[src/rtl/truth_table_sweeper_pkg.sv]
// Shared types and defaults for the truth-table sweeper.
// Imported by the interface, the dwell counter and the top.
package truth_table_sweeper_pkg;

   typedef enum logic [1:0] {
      IDLE,
      RUN,
      DONE
   } state_t;

   localparam int N_IN_DEF   = 4;
   localparam int SETTLE_DEF = 0;
   localparam int TBL_W_DEF  = 2**N_IN_DEF;
   // dwell counter covers SETTLE values 0..15
   localparam int DWELL_W    = 4;

endpackage

[src/rtl/truth_table_sweeper_if.sv]
// Host/function-side bundle of the truth-table sweeper.
// master = host + function under test, slave = sweeper.
interface truth_table_sweeper_if
   import truth_table_sweeper_pkg::*;
#(
   parameter int N_IN = N_IN_DEF
);

   logic                 start;
   logic                 abort;
   logic [2**N_IN-1:0]   expected;
   logic                 f_in;
   logic [N_IN-1:0]      vec_out;
   logic                 busy;
   logic                 done;
   logic [2**N_IN-1:0]   table_out;
   logic                 mismatch;
   logic [N_IN:0]        mismatch_cnt;
   logic [N_IN-1:0]      first_fail;

   modport master (
      output start, abort, expected, f_in,
      input  vec_out, busy, done, table_out,
      input  mismatch, mismatch_cnt, first_fail
   );

   modport slave (
      input  start, abort, expected, f_in,
      output vec_out, busy, done, table_out,
      output mismatch, mismatch_cnt, first_fail
   );

endinterface

[src/rtl/truth_table_sweeper_dwell_counter.sv]
// Loadable down-counter with zero flag; paces the per-vector settle wait.
// Holds at zero until reloaded.
module dwell_counter
   import truth_table_sweeper_pkg::*;
#(
   parameter int W = DWELL_W
) (
   input  logic         clk,
   input  logic         rst_n,
   input  logic         load,
   input  logic [W-1:0] load_val,
   input  logic         dec,
   output logic         zero
);

   logic [W-1:0] cnt;

   always_ff @(posedge clk or negedge rst_n) begin
      if (!rst_n) begin
         cnt <= '0;
      end else if (load) begin
         cnt <= load_val;
      end else if (dec && cnt != '0) begin
         cnt <= cnt - W'(1);
      end
   end

   assign zero = (cnt == '0);

endmodule

[src/rtl/truth_table_sweeper.sv]
// Walks every input vector of a function block, captures its output
// and compares the captured truth table against a reference table.
module truth_table_sweeper
   import truth_table_sweeper_pkg::*;
#(
   parameter int N_IN   = N_IN_DEF,
   parameter int SETTLE = SETTLE_DEF
) (
   input  logic                 clk,
   input  logic                 rst_n,
   truth_table_sweeper_if.slave bus
);

   localparam int              TW    = 2**N_IN;
   localparam logic [N_IN-1:0] LAST  = N_IN'(TW - 1);
   localparam logic [DWELL_W-1:0] SET_V = DWELL_W'(SETTLE);

   state_t          state;
   logic [N_IN-1:0] vec;
   logic            busy_q;
   logic            done_q;
   logic [TW-1:0]   tbl;
   logic            mis;
   logic [N_IN:0]   mis_cnt;
   logic [N_IN-1:0] ffail;

   logic accept;
   logic step;
   logic zero;
   logic f_bad;

   assign accept = (state == IDLE) && bus.start;
   assign step   = (state == RUN) && !bus.abort && zero;
   assign f_bad  = bus.f_in != bus.expected[vec];

   dwell_counter #(.W(DWELL_W)) u_dwell (
      .clk      (clk),
      .rst_n    (rst_n),
      .load     (accept || (step && vec != LAST)),
      .load_val (SET_V),
      .dec      (state == RUN),
      .zero     (zero)
   );

   always_ff @(posedge clk or negedge rst_n) begin
      if (!rst_n) begin
         state   <= IDLE;
         vec     <= '0;
         busy_q  <= 1'b0;
         done_q  <= 1'b0;
         tbl     <= '0;
         mis     <= 1'b0;
         mis_cnt <= '0;
         ffail   <= '0;
      end else begin
         done_q <= 1'b0;
         unique case (state)
            IDLE: begin
               if (bus.start) begin
                  vec     <= '0;
                  tbl     <= '0;
                  mis     <= 1'b0;
                  mis_cnt <= '0;
                  ffail   <= '0;
                  busy_q  <= 1'b1;
                  state   <= RUN;
               end
            end
            RUN: begin
               // abort wins over a sample due on the same edge
               if (bus.abort) begin
                  state  <= IDLE;
                  busy_q <= 1'b0;
                  vec    <= '0;
               end else if (step) begin
                  tbl[vec] <= bus.f_in;
                  if (f_bad) begin
                     mis_cnt <= mis_cnt + (N_IN+1)'(1);
                     mis     <= 1'b1;
                     if (!mis) ffail <= vec;
                  end
                  if (vec == LAST) begin
                     state  <= DONE;
                     busy_q <= 1'b0;
                     done_q <= 1'b1;
                     vec    <= '0;
                  end else begin
                     vec <= vec + N_IN'(1);
                  end
               end
            end
            DONE: state <= IDLE;
            default: state <= IDLE;
         endcase
      end
   end

   assign bus.vec_out      = vec;
   assign bus.busy         = busy_q;
   assign bus.done         = done_q;
   assign bus.table_out    = tbl;
   assign bus.mismatch     = mis;
   assign bus.mismatch_cnt = mis_cnt;
   assign bus.first_fail   = ffail;

endmodule

[src/flat_wrapper.sv]
// flat-port wrapper written by rule: the top's interface ports become plain ports
module truth_table_sweeper_flat import truth_table_sweeper_pkg::*;
#(
   parameter int N_IN   = N_IN_DEF,
   parameter int SETTLE = SETTLE_DEF
)
  (clk, rst_n, bus_start, bus_abort, bus_expected, bus_f_in, bus_vec_out, bus_busy, bus_done, bus_table_out, bus_mismatch, bus_mismatch_cnt, bus_first_fail);
  truth_table_sweeper_if #(.N_IN(N_IN)) bus_i ();
  input  logic clk;
  input  logic rst_n;
  input wire logic [$bits(bus_i.start)-1:0] bus_start;
  input wire logic [$bits(bus_i.abort)-1:0] bus_abort;
  input wire logic [$bits(bus_i.expected)-1:0] bus_expected;
  input wire logic [$bits(bus_i.f_in)-1:0] bus_f_in;
  output wire logic [$bits(bus_i.vec_out)-1:0] bus_vec_out;
  output wire logic [$bits(bus_i.busy)-1:0] bus_busy;
  output wire logic [$bits(bus_i.done)-1:0] bus_done;
  output wire logic [$bits(bus_i.table_out)-1:0] bus_table_out;
  output wire logic [$bits(bus_i.mismatch)-1:0] bus_mismatch;
  output wire logic [$bits(bus_i.mismatch_cnt)-1:0] bus_mismatch_cnt;
  output wire logic [$bits(bus_i.first_fail)-1:0] bus_first_fail;
  assign bus_i.start = bus_start;
  assign bus_i.abort = bus_abort;
  assign bus_i.expected = bus_expected;
  assign bus_i.f_in = bus_f_in;
  assign bus_vec_out = bus_i.vec_out;
  assign bus_busy = bus_i.busy;
  assign bus_done = bus_i.done;
  assign bus_table_out = bus_i.table_out;
  assign bus_mismatch = bus_i.mismatch;
  assign bus_mismatch_cnt = bus_i.mismatch_cnt;
  assign bus_first_fail = bus_i.first_fail;
  truth_table_sweeper #(.N_IN(N_IN), .SETTLE(SETTLE)) u_core (.clk(clk), .rst_n(rst_n), .bus(bus_i));
endmodule
[config.mk]
export PLATFORM = sky130hd
export DESIGN_NAME = truth_table_sweeper_flat
export DESIGN_NICKNAME = d
export VERILOG_FILES = /design/src/rtl/truth_table_sweeper_pkg.sv /design/src/rtl/truth_table_sweeper_if.sv /design/src/rtl/truth_table_sweeper_dwell_counter.sv /design/src/rtl/truth_table_sweeper.sv /design/src/flat_wrapper.sv
export SDC_FILE = /design/constraint.sdc
export NUM_CORES = 1
export LEC_CHECK = 0
export BUFFER_PORTS_ARGS = -buffer_cell sky130_fd_sc_hd__buf_2
export CAP_MARGIN = 20
export CORE_ASPECT_RATIO = 2
export CORE_MARGIN = 3
export CORE_UTILIZATION = 47
export DETAILED_ROUTE_END_ITERATION = 10
export PLACE_DENSITY = 0.75
export REMOVE_ABC_BUFFERS = 1
export SLEW_MARGIN = 20
export SYNTH_ARGS = -nofsm -noshare
export SYNTH_HDL_FRONTEND = slang
export SYNTH_SLANG_ARGS = --single-unit
[constraint.sdc]
create_clock -name clk -period 2.1 [get_ports clk]
set_input_delay 0.42 -clock clk [delete_from_list [all_inputs] [get_ports clk]]
set_output_delay 0.42 -clock clk [all_outputs]
set_load 0.005 [all_outputs]
After elaboration in Yosys (flattened, before gate mapping) --
Cells that the tools add are included. W data, S select, Z words.
Operators by class: muxes and demuxes 45, reductions and logical operators 19, equal/unequal tests 11, $add $sub $neg 3, order comparisons 2
Operators with widths (count):
- $mux W16 | 3
- $mux W4 | 10
- $pmux W16 S2 | 1
- $mux W5 | 4
- $bwmux W16 | 1
- $pmux W4 S2 | 2
- $mux W1 | 14
- $pmux W5 S2 | 1
- $mux W2 | 4
- $reduce_and A4 Y1 | 2
- $logic_and A1 B1 Y1 | 6
- $ne A2 B2 Y1 const B | 3
- $ne A3 B2 Y1 const B | 2
- $reduce_and A3 Y1 | 2
- $reduce_and A6 Y1 | 1
- $add A5 B1 Y5 const B | 1
- $lt A4 B5 Y1 const B | 1
- $reduce_and A5 Y1 | 1
- $add A4 B1 Y4 const B | 1
- $bmux W1 S4 | 1
- $demux W1 S4 | 1
- $eq A4 B4 Y1 const B | 1
- $ge A4 B1 Y1 const B | 1
- $logic_not A4 Y1 | 1
- 12 further kinds | 15
Storage, ports and cells: output and inout bits 32, logic and storage cells 89, input port bits 21, flip-flop bits (word level) 38

Logic depth before layout (Yosys ltp) --
Gate-level depths: netlist (run 1).
word-level depth 8, gate-level depth with buffers 10, mapped depth without buffers 7

Modules after synthesis --
Synthesis (run 1) repeated with hierarchy kept, for this count alone.
Second synthesis, totals: cell total of the unflattened synthesis 210, area total of the unflattened synthesis 2090.8 um^2
Modules (own cells, without submodules):
- truth_table_sweeper | cells each 183, instances 1, sequential area each 850.8 um^2, area each 1820.5 um^2
- dwell_counter | cells each 27, instances 1, sequential area each 100.1 um^2, area each 270.3 um^2

Worst setup path after synthesis (run 1) --
OpenSTA, ideal clock, no wires.
path type register to register, start point register u_core.vec[0] (netlist: u_core.bus.vec_out[0]), end point register u_core.mis_cnt[0] (netlist: u_core.bus.mismatch_cnt[0]), data required time 1.975 ns, path buffers 2, clock period less this slack 2.225 ns, setup slack -0.125 ns, data arrival time 2.100 ns, setup time 0.125 ns, cell stages (with the launch flop) 9, cell sequence dfrtp_1 > buf_4 > buf_6 > mux2i_1 > mux4_2 > mux2i_4 > xor2_2 > o21ai_1 > mux2_2
Between the ends: word-level cells in the longest chain between the ends 5
RTL lines:
- start: declaration | RTL line truth_table_sweeper.sv:19 | logic [N_IN-1:0] vec;
- start signal: assignment | RTL line truth_table_sweeper.sv:88 | vec <= vec + N_IN'(1);
- $bmux W1 S4 | RTL line truth_table_sweeper.sv:34 | assign f_bad = bus.f_in != bus.expected[vec];
- $mux W1 (not written as such) | RTL line truth_table_sweeper.sv:34
- $ne A1 B1 Y1 | RTL line truth_table_sweeper.sv:34
- $ne A2 B1 Y1 (no line)
- $reduce_and A5 Y1 (no line)
- end signal: assignment | RTL line truth_table_sweeper.sv:78 | mis_cnt <= mis_cnt + (N_IN+1)'(1);
- end: declaration | RTL line truth_table_sweeper.sv:24 | logic [N_IN:0] mis_cnt;
No other way between the ends. The select of a mux whose other input is x is not followed. A chain may end at the register's enable or synchronous reset.

Worst setup path after layout (run 1) --
Same ends and word-level chain as after synthesis.

==> results.yml, run 1 <==
grt:
  number_of_antenna_violations_at_the_first_check_in_global_routing: 0
  gr-usage-all-layers_pct: 21.0
  overflow: 0
  grt_max_degree: 39
  grt_first_pass_wirelength_mm: 8.26
  grt_pass1_vias: 1844
synth:
  syn_avg_cell_area_um2: 9.59
  asyncSetResetFlopFracSynth_pct: 100
  post_synth_inst_count: 213
  synth_seq_cells: 38
  synth_common_cells: "sky130_fd_sc_hd__dfrtp_1, sky130_fd_sc_hd__o21ai_1, sky130_fd_sc_hd__nand2_1"
  share_of_the_synthesized_area_in_the_top_cell_type_pct: 46.5
  synth_top_area_cell: "sky130_fd_sc_hd__dfrtp_1"
  synth-seq-area-share_pct: 46.5
  ys.warnings.count: 0
  synth_enable_flop_cells: 0
  synth_most_common_cell: "sky130_fd_sc_hd__dfrtp_1"
  synth_top_flop_cell: "sky130_fd_sc_hd__dfrtp_1"
  synth.top_cells.by_area: "sky130_fd_sc_hd__dfrtp_1, sky130_fd_sc_hd__o21ai_1, sky130_fd_sc_hd__mux2i_1"
  synth.cell_area_mm2: 0.00204
  yosysUniqueCellTypes: 40
timing:
  tightest_slew_ns: 0.482
  final_hold_viol_count: 0
  setup_ws_ns: -0.0666
  report.final.slew_viol_count: 0
  finalCriticalPeriod_ns: 2.17
  setup_repair_after_global_routing_missed_its_margin: "true"
  timing.final.crit_share_pct: 103
  max_clock_freq_ghz: 0.462
  final.setup_skew_ns: 0.0121
  setup_viol_count_final: 7
  slew_headroom_pct: 67.9
setup_path:
  reg2regPathDepth: 7
  setup.worst_path.class: "reg -> reg"
  crit-reg2reg-capture: "u_core.bus.mismatch_cnt[0]"
  path_max_fanout: 9
  required_time_of_the_worst_setup_path_ns: 2.27
  timing.reg2reg.setup_slack_ns: -0.07
  critical_path.reg2reg.startpoint: "u_core.bus.vec_out[0]"
  start_kind: "flop"
  cp-end-kind: "flop"
  crit_arrival_ns: 2.34
final_layout:
  synthesis_to_finish_area_growth_pct: 24.9
  nets: 302
  n_antenna_cell: 0
  instances_no_fill: 328
  postLayoutCoreUtil_pct: 61.8
  final_layout_size_suffix_gt1_share_pct: 31.2
drt:
  detailedRoute.firstPassIterationCount: 4
  detail_route.wirelength_mm: 5.01
  drt_iter0_markers: 43
  detail_route.vias_per_cell: 5.54
  routed_wire_length_per_instance_um: 15.3
  drt_drc_violations_left: 0
  post_route_ant_nets: 0
  vias: 1817
power:
  p_sw_share_pct: 37.6
  total_leakage_power_uw: 0.00127
  power.share.sequential_pct: 36.3
  pwr-share-clk_pct: 19.7
  power.density_mw_per_mm2: 1030
  logic_pwr_share_pct: 44.0
  vdd_ir_drop_max_mv: 0.829
  p_int_uw: 1650
  power_switching_uw: 994
clock_network:
  tritoncts: "done"
  cts.path.max_buffers: 2
  clkTransAtPathRegs_ns: 0.08
  cts.sink_count: 38
  cts-htree-levels: 2
  cts_inserted_buffers: 5
  worstSkewPairLatency_ns: 0.29
  cts-hold-fix-buffers: 0
  cts_root_buffer: "sky130_fd_sc_hd__clkbuf_8"
placement:
  place_inst: 319
  place.gp.congestion: 0.830
  detailedPlacementHpwl_mm: 3.86
  placement.io_buffers: 52
min_path:
  timing.hold.worst.class: "in -> async"
die:
  design.die.area_mm2: 0.00522
  dieWidth_um: 52.6
  initial_utilization_pct: 49.5
  fp.dieH_um: 99.2
  fp-row-count: 33
  ioPinCount: 53
  coreArea_mm2: 0.00413
run_status:
  failed_checks: "negative setup slack"
  outcome: "finished, violations left"
run:
  max-cap-violations: 0
flip-flops by register name (all words and copies together), names as in the netlist:
register and flops:
u_core.bus.mismatch 1, u_core.bus.vec_out 4, u_core.bus.table_out 16, u_core.bus.mismatch_cnt 5, u_core.state 2, u_core.bus.first_fail 4, u_core.u_dwell.cnt 4, u_core.bus.busy 1
u_core.bus.done 1
cell type report:
type,count,area [um2]
Clock inverter,1,5.00
Clock buffer,7,86.3
Fill cell,379,1580
Tap cell,52,65.1
Multi-Input combinational cell,157,1030
Timing Repair Buffer,68,397
Sequential cell,38,951
Inverter,5,18.8
routing by layer:
metal / track usage, % / vias to the layer above / wire length (um)
met5: 0 / - / 0
met4: 11.0 / 0 / 166
met3: 4.05 / 15 / 242
met2: 37.5 / 50 / 2840
met1: 22.0 / 865 / 1760
li1: - / 887 / -
worst max-delay path by stage:
stage	startpoint	endpoint	slack, ns	cells past startpoint
floorplan	u_core.state[1]	u_core.bus.mismatch_cnt[3]	-0.14	6
detailed placement	u_core.bus.vec_out[0]	u_core.bus.mismatch_cnt[0]	-0.13	7
global placement	u_core.bus.vec_out[0]	u_core.bus.mismatch_cnt[0]	-0.08	7
finish	u_core.bus.vec_out[0]	u_core.bus.mismatch_cnt[0]	-0.07	7
global route	u_core.bus.vec_out[0]	u_core.bus.mismatch_cnt[2]	-0.14	8
CTS	u_core.bus.vec_out[0]	u_core.bus.mismatch_cnt[2]	-0.09	8
logic make-up after synthesis:
group                    after synthesis  synth area share, %
AO/OA/AOI/OAI                         73                 19.8
adder cells (fa/ha/maj)                6                 3.67
AND/OR/NAND/NOR                       58                 14.0
buffers and inverters                 18                 4.04
flip-flops                            38                 46.5
XOR/XNOR                               3                 1.65
multiplexers                          17                 10.2
cells in the final DEF (no fill, tap or decap), drive strengths merged, types with 2 or more instances in the layout:
cell type,n
dfrtp,38
o21ai,39
a22o,3
mux4,2
nor4,2
nand2,21
ha,6
xnor2,2
nand3,7
inv,5
nand2b,4
buf,68
and3,2
nor3,3
mux2i,14
nor2,10
a31oi,5
clkbuf,7
a21o,3
and2,2
a21oi,18
nor2b,3
power by group through the flow:
stage	sequential [uW]	clock [uW]	combinational, uW
6_report	957	521	1160
5_1_grt	975	550	1300
4_1_cts	958	527	1150
3_5_place_dp	971	0	1110
3_3_place_gp	967	0	1090
2_1_floorplan	1000	0	640
metrics by stage:
step / cell area, um2 / setup WS, ns / total power (uW) / TNS, ns / hold WS, ns
3_5_place_dp: 2430 / -0.133 / 2080 / -0.519 / 0.466
6_report: 2550 / -0.0666 / 2640 / -0.204 / 0.158
4_1_cts: 2540 / -0.0851 / 2640 / -0.301 / 0.182
2_1_floorplan: 1980 / -0.138 / 1640 / -0.544 / 0.124
5_1_grt: 2550 / -0.141 / 2820 / -0.973 / 0.209
3_3_place_gp: 2430 / -0.0765 / 2060 / -0.0987 / 0.461
critical path: stages, from the launching register on:
cell,delay [ns]
sky130_fd_sc_hd__dfrtp_1,0.41
sky130_fd_sc_hd__buf_12,0.16
sky130_fd_sc_hd__mux2i_1,0.12
sky130_fd_sc_hd__mux4_2,0.49
sky130_fd_sc_hd__mux2i_4,0.24
sky130_fd_sc_hd__xor2_4,0.28
sky130_fd_sc_hd__o21ai_2,0.09
sky130_fd_sc_hd__mux2_2,0.26
what timing repair did:
| action | in CTS | in global routing |
|---|---|---|
| setup buffers | 1 | 0 |
| pin swaps | 1 | 2 |
| resized for setup | 2 | 3 |
| endpoints found under the setup margin | 10 | 12 |
Note: power is estimated with default switching activity, not from simulation.
==> run 2, diff against run 1 <==
==> constraint.sdc (replaced) <==
create_clock -name clk -period 2.1 [get_ports clk]
set_input_delay 0.105 -clock clk [delete_from_list [all_inputs] [get_ports clk]]
set_output_delay 0.105 -clock clk [all_outputs]
set_load 0.005 [all_outputs]
==> run 2 against run 1 <==
Against the previous run: the run still ends with negative setup slack left; largest power group unchanged; clock skew decreased by 0.0041 ns; critical endpoint unchanged; cell count decreased by 0.61%; sequential power about the same; critical path type unchanged; global-route usage increased by 0.77 points; wire length increased by 2.6%; fmax increased by 1.6%.
==> results.yml, run 2 (same netlist as run 1, synthesis figures left out) <==
timing:
  slew_headroom_pct: 43.2
  max_clock_freq_ghz: 0.469
  setup_repair_after_global_routing_missed_its_margin: "true"
  tightest_slew_ns: 0.853
  final.setup_skew_ns: 0.00803
  tns_setup_ns: -0.0411
  setup_ws_ns: -0.0333
  finalCriticalPeriod_ns: 2.13
  timing.final.crit_share_pct: 102
  setup_viol_count_final: 2
  report.final.slew_viol_count: 0
  final_hold_viol_count: 0
clock_network:
  cts_root_buffer: "sky130_fd_sc_hd__clkbuf_8"
  cts_inserted_buffers: 5
  cts.path.max_buffers: 2
  cts.sink_count: 38
  cts-htree-levels: 2
  worstSkewPairLatency_ns: 0.28
  clkTransAtPathRegs_ns: 0.07
  tritoncts: "done"
die:
  coreArea_mm2: 0.00413
  fp.dieH_um: 99.2
  initial_utilization_pct: 49.5
  dieWidth_um: 52.6
  fp-row-count: 33
  design.die.area_mm2: 0.00522
  ioPinCount: 53
grt:
  grt_busiest_layer: "met2"
  grt_max_degree: 39
  grtUsageMet1_pct: 22.3
  gr-usage-all-layers_pct: 21.8
  grt_pass1_vias: 1904
  overflow: 0
  global_route.usage.met2_pct: 40.6
  grt_util_met3_pct: 3.75
  grt_first_pass_wirelength_mm: 8.58
  number_of_antenna_violations_at_the_first_check_in_global_routing: 0
placement:
  detailedPlacementHpwl_mm: 3.95
  placed_cell_area_mm2: 0.00241
  placement.io_buffers: 52
  place.gp.congestion: 0.820
final_layout:
  largest_register_ffs: 16
  fin_area_mm2: 0.00257
  layout.cells.most_common_list: "sky130_fd_sc_hd__buf_2, sky130_fd_sc_hd__dfrtp_1, sky130_fd_sc_hd__o21ai_1"
  mostFrequentLayoutCell: "sky130_fd_sc_hd__buf_2"
  multiInputGateArea_mm2: 0.00103
  synthesis_to_finish_area_growth_pct: 25.6
  seq_area_um2: 951
  fillers: 367
  n_antenna_cell: 0
  final_layout_size_suffix_gt1_share_pct: 30.3
  nets: 301
drt:
  routed_wire_length_per_instance_um: 15.8
  drt_iter0_markers: 39
  detailedRoute.firstPassIterationCount: 4
  detail_route.vias_per_cell: 5.56
  post_route_ant_nets: 0
  detail_route.wirelength_mm: 5.14
  drt_drc_violations_left: 0
  vias: 1814
run_status:
  outcome: "finished, violations left"
  failed_checks: "negative setup slack"
setup_path:
  critical-path-max-stage-delay_ns: 0.50
  cp-end-kind: "flop"
  crit_path_cell_trace: "buf_12, mux2i_1, mux4_2, mux2i_4, xor2_4, o21ai_2, mux2_2"
  critical-path-slowest-cell: "sky130_fd_sc_hd__mux4_2"
  setup.worst_path.class: "reg -> reg"
  path_max_fanout: 9
  required_time_of_the_worst_setup_path_ns: 2.27
  start_kind: "flop"
  crit_arrival_ns: 2.31
min_path:
  timing.hold.worst.class: "in -> reg"
run:
  max-cap-violations: 0
power:
  total_leakage_power_uw: 0.00127
  power_uw: 2730
  power.density_mw_per_mm2: 1060
  vdd_ir_drop_max_mv: 0.891
run 2: cell types whose count changed in the layout (fill, tap and decap cells not counted), sizes merged:
cell	change
buf	-2
bufinv	+1
clkbuf	-1
clkinv	-1
dlygate4sd3	+1
run 2: layout make-up:
class / instances / area share, %
multi-input combinational: 157 / 40.0
sequential: 38 / 37.1
timing repair buffer: 67 / 15.3
clock buffer: 6 / 3.22
tap: 52 / 2.54
clock inverter: 1 / 1.17
inverter: 5 / 0.731
run 2: stage by stage:
step | hold WS (ns) | cells | setup WS, ns | util (%)
finish | 0.123 | 326 | -0.0333 | 62.2
global route | 0.131 | 326 | -0.134 | 62.2
CTS | 0.105 | 326 | -0.0560 | 62.0
detailed placement | 0.257 | 317 | -0.121 | 58.5
global placement | 0.252 | 317 | -0.0850 | 58.5
floorplan | -0.191 | 200 | -0.138 | -
run 2: worst max-delay path, delay by kind of cell (launching register included):
family / cells / cell delay, ns
AO/OA/AOI/OAI: 1 / 0.08
buffers and inverters: 1 / 0.15
XOR/XNOR: 1 / 0.27
multiplexers: 4 / 1.10
flip-flops: 1 / 0.41
run 2: timing repair:
action	in CTS	in global routing
setup buffers	1	0
endpoints found under the setup margin	9	15
endpoints found under the hold margin	38	0
pin swaps	1	3
gates resized for setup	2	2
hold buffers	1	0
run 2: report_power, final:
group / leakage (uW) / switching [uW] / total, uW / internal, uW
Clock: 0.0000573 / 242 / 622 / 380
Combinational: 0.000692 / 627 / 1150 / 526
Sequential: 0.000518 / 109 / 956 / 847
Total: 0.00127 / 978 / 2730 / 1750
run 2: path summary, 6_finish.rpt:
| kind | startpoint | slack [ns] | endpoint | cells past startpoint |
|---|---|---|---|---|
| hold reg to reg | u_core.bus.mismatch_cnt[4] | 0.48 | u_core.bus.mismatch_cnt[4] | 1 |
| min in group asynchronous | rst_n | 0.47 | u_core.bus.mismatch_cnt[1] | 2 |
| setup / recovery | u_core.bus.vec_out[0] | -0.03 | u_core.bus.mismatch_cnt[0] | 7 |
| setup reg to reg | u_core.bus.vec_out[0] | -0.03 | u_core.bus.mismatch_cnt[0] | 7 |
| max in group asynchronous | rst_n | 1.07 | u_core.bus.vec_out[0] | 2 |
| hold / removal | bus_abort | 0.12 | u_core.state[0] | 2 |
run 2: layer usage:
| metal | wire length [um] | vias up | share of wire [%] |
|---|---|---|---|
| met1 | 1810 | 880 | 35 |
| met2 | 3020 | 42 | 59 |
| li1 | - | 882 | - |
| met3 | 205 | 10 | 4.0 |
| met5 | 0 | - | 0 |
| met4 | 110 | 0 | 2.1 |
